[src/rtl/mips_pkg.sv]
// Shared MIPS instruction-format definitions for the instruction-memory loader and
// the assembler benches.
package mips_pkg;

  localparam logic [1:0] FMT_R   = 2'b00;
  localparam logic [1:0] FMT_I   = 2'b01;
  localparam logic [1:0] FMT_J   = 2'b10;
  localparam logic [1:0] FMT_BAD = 2'b11;

  typedef enum logic [2:0] {
    StIdle   = 3'd0,
    StAccept = 3'd1,
    StWrite  = 3'd2,
    StRead   = 3'd3,
    StCheck  = 3'd4,
    StDone   = 3'd5
  } loader_state_e;

  localparam int unsigned OPC_W    = 6;
  localparam int unsigned REG_W    = 5;
  localparam int unsigned SHAMT_W  = 5;
  localparam int unsigned FUNCT_W  = 6;
  localparam int unsigned IMM_W    = 16;
  localparam int unsigned TARGET_W = 26;

  localparam int unsigned OPC_MSB    = 31;
  localparam int unsigned OPC_LSB    = 26;
  localparam int unsigned RS_MSB     = 25;
  localparam int unsigned RS_LSB     = 21;
  localparam int unsigned RT_MSB     = 20;
  localparam int unsigned RT_LSB     = 16;
  localparam int unsigned RD_MSB     = 15;
  localparam int unsigned RD_LSB     = 11;
  localparam int unsigned SHAMT_MSB  = 10;
  localparam int unsigned SHAMT_LSB  = 6;
  localparam int unsigned FUNCT_MSB  = 5;
  localparam int unsigned FUNCT_LSB  = 0;
  localparam int unsigned IMM_MSB    = 15;
  localparam int unsigned IMM_LSB    = 0;
  localparam int unsigned TARGET_MSB = 25;
  localparam int unsigned TARGET_LSB = 0;

endpackage

[src/rtl/instr_encoder.sv]
// Combinational packer from separate MIPS fields to a 32-bit instruction word.
// Illegal formats produce a NOP and raise o_illegal.
module instr_encoder
  import mips_pkg::*;
(
  input  logic [1:0]          i_fmt,
  input  logic [OPC_W-1:0]    i_opcode,
  input  logic [REG_W-1:0]    i_rs,
  input  logic [REG_W-1:0]    i_rt,
  input  logic [REG_W-1:0]    i_rd,
  input  logic [SHAMT_W-1:0]  i_shamt,
  input  logic [FUNCT_W-1:0]  i_funct,
  input  logic [IMM_W-1:0]    i_imm,
  input  logic [TARGET_W-1:0] i_target,
  output logic [31:0]         o_word,
  output logic                o_illegal
);

  always_comb begin
    o_word    = '0;
    o_illegal = 1'b0;
    unique case (i_fmt)
      FMT_R: begin
        o_word[OPC_MSB:OPC_LSB]     = i_opcode;
        o_word[RS_MSB:RS_LSB]       = i_rs;
        o_word[RT_MSB:RT_LSB]       = i_rt;
        o_word[RD_MSB:RD_LSB]       = i_rd;
        o_word[SHAMT_MSB:SHAMT_LSB] = i_shamt;
        o_word[FUNCT_MSB:FUNCT_LSB] = i_funct;
      end
      FMT_I: begin
        o_word[OPC_MSB:OPC_LSB] = i_opcode;
        o_word[RS_MSB:RS_LSB]   = i_rs;
        o_word[RT_MSB:RT_LSB]   = i_rt;
        o_word[IMM_MSB:IMM_LSB] = i_imm;
      end
      FMT_J: begin
        o_word[OPC_MSB:OPC_LSB]       = i_opcode;
        o_word[TARGET_MSB:TARGET_LSB] = i_target;
      end
      FMT_BAD: begin
        o_illegal = 1'b1;
      end
      default: begin
        o_illegal = 1'b1;
      end
    endcase
  end

endmodule

[src/rtl/instr_mem_loader.sv]
// Loads field-encoded instructions into consecutive instruction-memory words,
// optionally reading each one back and flagging the first mismatching address.
module instr_mem_loader
  import mips_pkg::*;
#(
  parameter int unsigned DEPTH  = 32,
  parameter int unsigned VERIFY = 1
) (
  input  logic        clk,
  input  logic        rst_n,
  input  logic        start,
  input  logic [31:0] base_addr,
  input  logic [15:0] count,
  input  logic        in_valid,
  output logic        in_ready,
  input  logic [1:0]  fmt,
  input  logic [5:0]  opcode,
  input  logic [4:0]  r_reg1,
  input  logic [4:0]  r_reg2,
  input  logic [4:0]  w_reg,
  input  logic [4:0]  shift,
  input  logic [5:0]  funct,
  input  logic [15:0] imm,
  input  logic [25:0] target,
  output logic        mem_we,
  output logic        mem_re,
  output logic [31:0] mem_addr,
  output logic [31:0] mem_wdata,
  input  logic [31:0] mem_rdata,
  output logic        busy,
  output logic        done,
  output logic        err,
  output logic [31:0] err_addr
);

  localparam int unsigned AW = (DEPTH > 1) ? $clog2(DEPTH) : 1;

  loader_state_e r_state;
  logic [AW-1:0] r_addr;
  logic [15:0]   r_rem;
  logic [31:0]   r_word;

  logic [31:0]   w_enc_word;
  logic          w_enc_illegal;
  logic [AW-1:0] w_base_mod;
  logic [AW-1:0] w_addr_inc;
  logic          w_last;

  instr_encoder u_encoder (
    .i_fmt     (fmt),
    .i_opcode  (opcode),
    .i_rs      (r_reg1),
    .i_rt      (r_reg2),
    .i_rd      (w_reg),
    .i_shamt   (shift),
    .i_funct   (funct),
    .i_imm     (imm),
    .i_target  (target),
    .o_word    (w_enc_word),
    .o_illegal (w_enc_illegal)
  );

  assign w_base_mod = AW'(base_addr % DEPTH);
  assign w_addr_inc = (r_addr == AW'(DEPTH - 1)) ? '0 : r_addr + AW'(1);
  assign w_last     = (r_rem == 16'd1);

  // Outputs are registered: each transition sets the output values of the state it enters.
  always_ff @(posedge clk) begin
    if (!rst_n) begin
      r_state   <= StIdle;
      r_addr    <= '0;
      r_rem     <= '0;
      r_word    <= '0;
      in_ready  <= 1'b0;
      mem_we    <= 1'b0;
      mem_re    <= 1'b0;
      mem_addr  <= '0;
      mem_wdata <= '0;
      busy      <= 1'b0;
      done      <= 1'b0;
      err       <= 1'b0;
      err_addr  <= '0;
    end else begin
      in_ready  <= 1'b0;
      mem_we    <= 1'b0;
      mem_re    <= 1'b0;
      mem_wdata <= '0;
      done      <= 1'b0;
      unique case (r_state)
        StIdle: begin
          if (start) begin
            r_addr   <= w_base_mod;
            r_rem    <= count;
            err      <= 1'b0;
            err_addr <= '0;
            busy     <= 1'b1;
            if (count == 16'd0) begin
              r_state <= StDone;
              done    <= 1'b1;
            end else begin
              r_state  <= StAccept;
              in_ready <= 1'b1;
            end
          end
        end
        StAccept: begin
          if (in_valid) begin
            r_word    <= w_enc_word;
            r_state   <= StWrite;
            mem_we    <= 1'b1;
            mem_addr  <= 32'(r_addr);
            mem_wdata <= w_enc_word;
            if (w_enc_illegal && !err) begin
              err      <= 1'b1;
              err_addr <= 32'(r_addr);
            end
          end else begin
            in_ready <= 1'b1;
          end
        end
        StWrite: begin
          if (VERIFY != 0) begin
            r_state  <= StRead;
            mem_re   <= 1'b1;
            mem_addr <= 32'(r_addr);
          end else begin
            r_addr <= w_addr_inc;
            r_rem  <= r_rem - 16'd1;
            if (w_last) begin
              r_state <= StDone;
              done    <= 1'b1;
            end else begin
              r_state  <= StAccept;
              in_ready <= 1'b1;
            end
          end
        end
        StRead: begin
          r_state <= StCheck;
        end
        StCheck: begin
          // Only the first mismatch of a session is recorded.
          if ((mem_rdata != r_word) && !err) begin
            err      <= 1'b1;
            err_addr <= 32'(r_addr);
          end
          r_addr <= w_addr_inc;
          r_rem  <= r_rem - 16'd1;
          if (w_last) begin
            r_state <= StDone;
            done    <= 1'b1;
          end else begin
            r_state  <= StAccept;
            in_ready <= 1'b1;
          end
        end
        StDone: begin
          r_state <= StIdle;
          busy    <= 1'b0;
        end
        default: begin
          r_state <= StIdle;
          busy    <= 1'b0;
        end
      endcase
    end
  end

endmodule

[config.mk]
export PLATFORM = sky130hd
export DESIGN_NAME = instr_mem_loader
export DESIGN_NICKNAME = d
export VERILOG_FILES = /design/src/rtl/mips_pkg.sv /design/src/rtl/instr_encoder.sv /design/src/rtl/instr_mem_loader.sv
export SDC_FILE = /design/constraint.sdc
export NUM_CORES = 1
export LEC_CHECK = 0
export CORE_MARGIN = 2
export CORE_UTILIZATION = 40
export DETAILED_ROUTE_END_ITERATION = 8
export PLACE_DENSITY = 0.82
export SYNTH_ARGS = -nofsm -noshare
export SYNTH_HDL_FRONTEND = slang
export SYNTH_SLANG_ARGS = --single-unit
[constraint.sdc]
create_clock -name clk -period 2.8 [get_ports clk]
set_input_delay 0.28 -clock clk [delete_from_list [all_inputs] [get_ports clk]]
set_output_delay 0.28 -clock clk [all_outputs]
set_load 0.02 [all_outputs]
==> impl_metrics.json <==
{
  "grt_pass1_vias": 4411,
  "worstPathRequired_ns": 3.04,
  "ios": 262,
  "num_vias": 4514,
  "routed_via_density": 4.96,
  "fmax_ghz": 0.407,
  "post_cts_buffers": 0,
  "synth_seq_cells": 104,
  "fin_area_um2": 7070,
  "cts_buffers": 9,
  "drive_gt1_share_pct": 4.85,
  "synth_edf_count": 0,
  "die_area_um2": 13400,
  "routed_wl_um": 14100,
  "setup_tns_ns": 0,
  "cts-hold-fix-buffers": 0,
  "area_growth_pct": 41.2,
  "timing.rr.end": "r_rem[8]",
  "fill_cells": 1065,
  "async_flop_share_pct": 0,
  "slew_viol_final": 0,
  "slew_headroom_pct": 22.7,
  "power-per-cell-area_nw_per_um2": 510,
  "antenna_found_initial": 0,
  "drtIter0Drc": 370,
  "cts_max_level": 3,
  "leakage_nw": 3.15,
  "hold_class": "register to register",
  "slowest_stage": "or3b_2",
  "cts_root_buffer": "clkbuf_16",
  "worstHoldStart": "r_word[23]",
  "finalCritPeriodShare_pct": 87.7,
  "hold_end": "r_word[23]",
  "worstSkewPairLatency_ns": 0.35,
  "n_antenna_cell": 0,
  "holdPathStages": 1,
  "min_period_ns": 2.45,
  "syn_area_um2": 5000,
  "synth_cell_types": 56,
  "final_cell_mix": "clkdlybuf4s50_1, dfxtp_1, nor2_1, conb_1, a21oi_1",
  "grt_pass1_wl_um": 22000,
  "grt_usage_pct": 21.1,
  "critPathMaxFanout": 4,
  "crit_path_max_incr_delay_ns": 0.48,
  "crit_arrival_ns": 2.69,
  "clk_pin_slew_ns": 0.07,
  "routabilityCongestion": 0.886,
  "wire_per_inst_um": 15.5,
  "multi_input_area_um2": 2560,
  "overflow": 0,
  "layout.nets": 901,
  "portBuffers": 180,
  "ir_worst_vdd_uv": 291,
  "rows": 40,
  "r2r_slack_ns": 0.35,
  "yosysSeqAreaShare_pct": 41.6,
  "final_hold_viol_count": 0,
  "drc": 0,
  "synthCells": 567,
  "rsz0062_at_grt": "false",
  "synthFlopType": "dfxtp_1",
  "seq_area_um2": 2080,
  "critical_path_class": "register to register",
  "setup_violations": 0,
  "critPathLaunchType": "register",
  "clock_sinks": 104,
  "cts_tree": "built",
  "worst_pin_slew_ns": 1.15,
  "syn_avg_cell_area_um2": 8.82,
  "grt_max_degree": 42,
  "core_area_um2": 12100,
  "dp_hpwl_um": 10800,
  "placed_area_um2": 6760,
  "status": "finished, final reports clean",
  "ys_warn_count": 0,
  "firstDrtPassIters": 4,
  "fp.dieH_um": 116,
  "clock-skew-final_ns": 0.00813,
  "reg2reg_depth": 8,
  "clockBufferDepth": 2,
  "die_x_um": 116,
  "cts_resized": 0,
  "cp_cell_sequence": "inv_1 -> ha_1 -> or3b_2 -> or3_1 -> nor3_1 -> mux2_2 -> a222oi_1 -> nor2b_1",
  "drv_cap": 0,
  "start_util_pct": 41.3,
  "end_kind": "register",
  "reg2reg_from": "r_rem[0]",
  "final_antenna_net_count": 0,
  "layout_commonest_cell": "clkdlybuf4s50_1"
}
worst max-delay path, delay by kind of cell (launching register included):
kind	cells	cell delay, ns
multiplexers	1	0.36
AO/OA/AOI/OAI	1	0.22
AND/OR/NAND/NOR	4	1.12
adder cells (fa/ha/maj)	1	0.22
buffers and inverters	1	0.09
flip-flops	1	0.34
cells by family after synthesis:
family / Yosys count / synth area share, %
and+or+nand+nor: 176 / 17.4
other: 1 / 0.0749
AOI/OAI and AO/OA: 134 / 18.2
xor gates and xnor gates: 34 / 5.95
buffers and inverters: 91 / 11.2
muxes: 23 / 4.65
DFF: 104 / 41.6
adders and majority gates: 4 / 1.00
cell type report:
type,count,share of cell area (%)
Clock buffer,12,3.63
Tap cell,168,2.97
Clock inverter,4,0.726
Sequential cell,104,29.5
Timing Repair Buffer,190,26.6
Inverter,7,0.372
Multi-Input combinational cell,425,36.3
flip-flops by register name (all words and copies together) (netlist names):
register / flops
mem_addr: 5
r_rem: 16
r_state: 3
done: 1
in_ready: 1
err_addr: 5
mem_re: 1
r_word: 32
err: 1
mem_we: 1
busy: 1
r_addr: 5
mem_wdata: 32
where the power goes:
group | switching (mW) | internal, mW | total, mW
Sequential | 0.0622 | 1.54 | 1.61
Clock | 0.558 | 0.745 | 1.30
Combinational | 0.347 | 0.351 | 0.697
per-stage QoR:
step | setup slack, ns | power [mW] | instances | hold WS (ns) | util (%)
after floorplan | 0.553 | 2.07 | 620 | 0.426 | -
after global placement | 0.442 | 2.31 | 894 | 0.454 | 55.8
after detailed placement | 0.372 | 2.33 | 894 | 0.461 | 55.8
after CTS | 0.348 | 3.62 | 910 | 0.479 | 58.3
after global routing | 0.175 | 3.76 | 910 | 0.496 | 58.3
final | 0.346 | 3.61 | 910 | 0.477 | 58.3
layer usage:
metal	vias to the layer above	wire length, µm	track usage, %
li1	2196	-	-
met3	24	1110	6.38
met5	-	0	0
met4	0	297	6.83
met2	183	7120	37.8
met1	2111	5620	23.9
cells in the mapped netlist, drive strengths merged, types with 5 or more instances:
cell	count	area, µm²
or3	6	42.5
nor4	13	81.3
clkbuf	23	86.3
nor2b	17	106
a32o	5	50.1
mux2i	21	210
xor2	32	280
a21oi	43	215
a21o	34	255
and2	12	75.1
inv	7	26.3
nand2	24	90.1
o21ai	14	70.1
buf	61	447
nor3	13	65.1
nand3	10	50.1
nor2	66	248
dfxtp	104	2080
how the worst max path moves through the flow:
stage	start	endpoint	slack [ns]	cells after the start
4_1_cts	r_rem[0]	r_rem[8]	0.35	8
2_1_floorplan	r_rem[0]	r_rem[8]	0.55	8
3_5_place_dp	r_rem[0]	r_rem[8]	0.37	8
3_3_place_gp	r_rem[0]	r_rem[8]	0.44	8
6_report	r_rem[0]	r_rem[8]	0.35	8
5_1_grt	r_rem[0]	r_rem[8]	0.17	8
(Power assumes the default switching activity.)
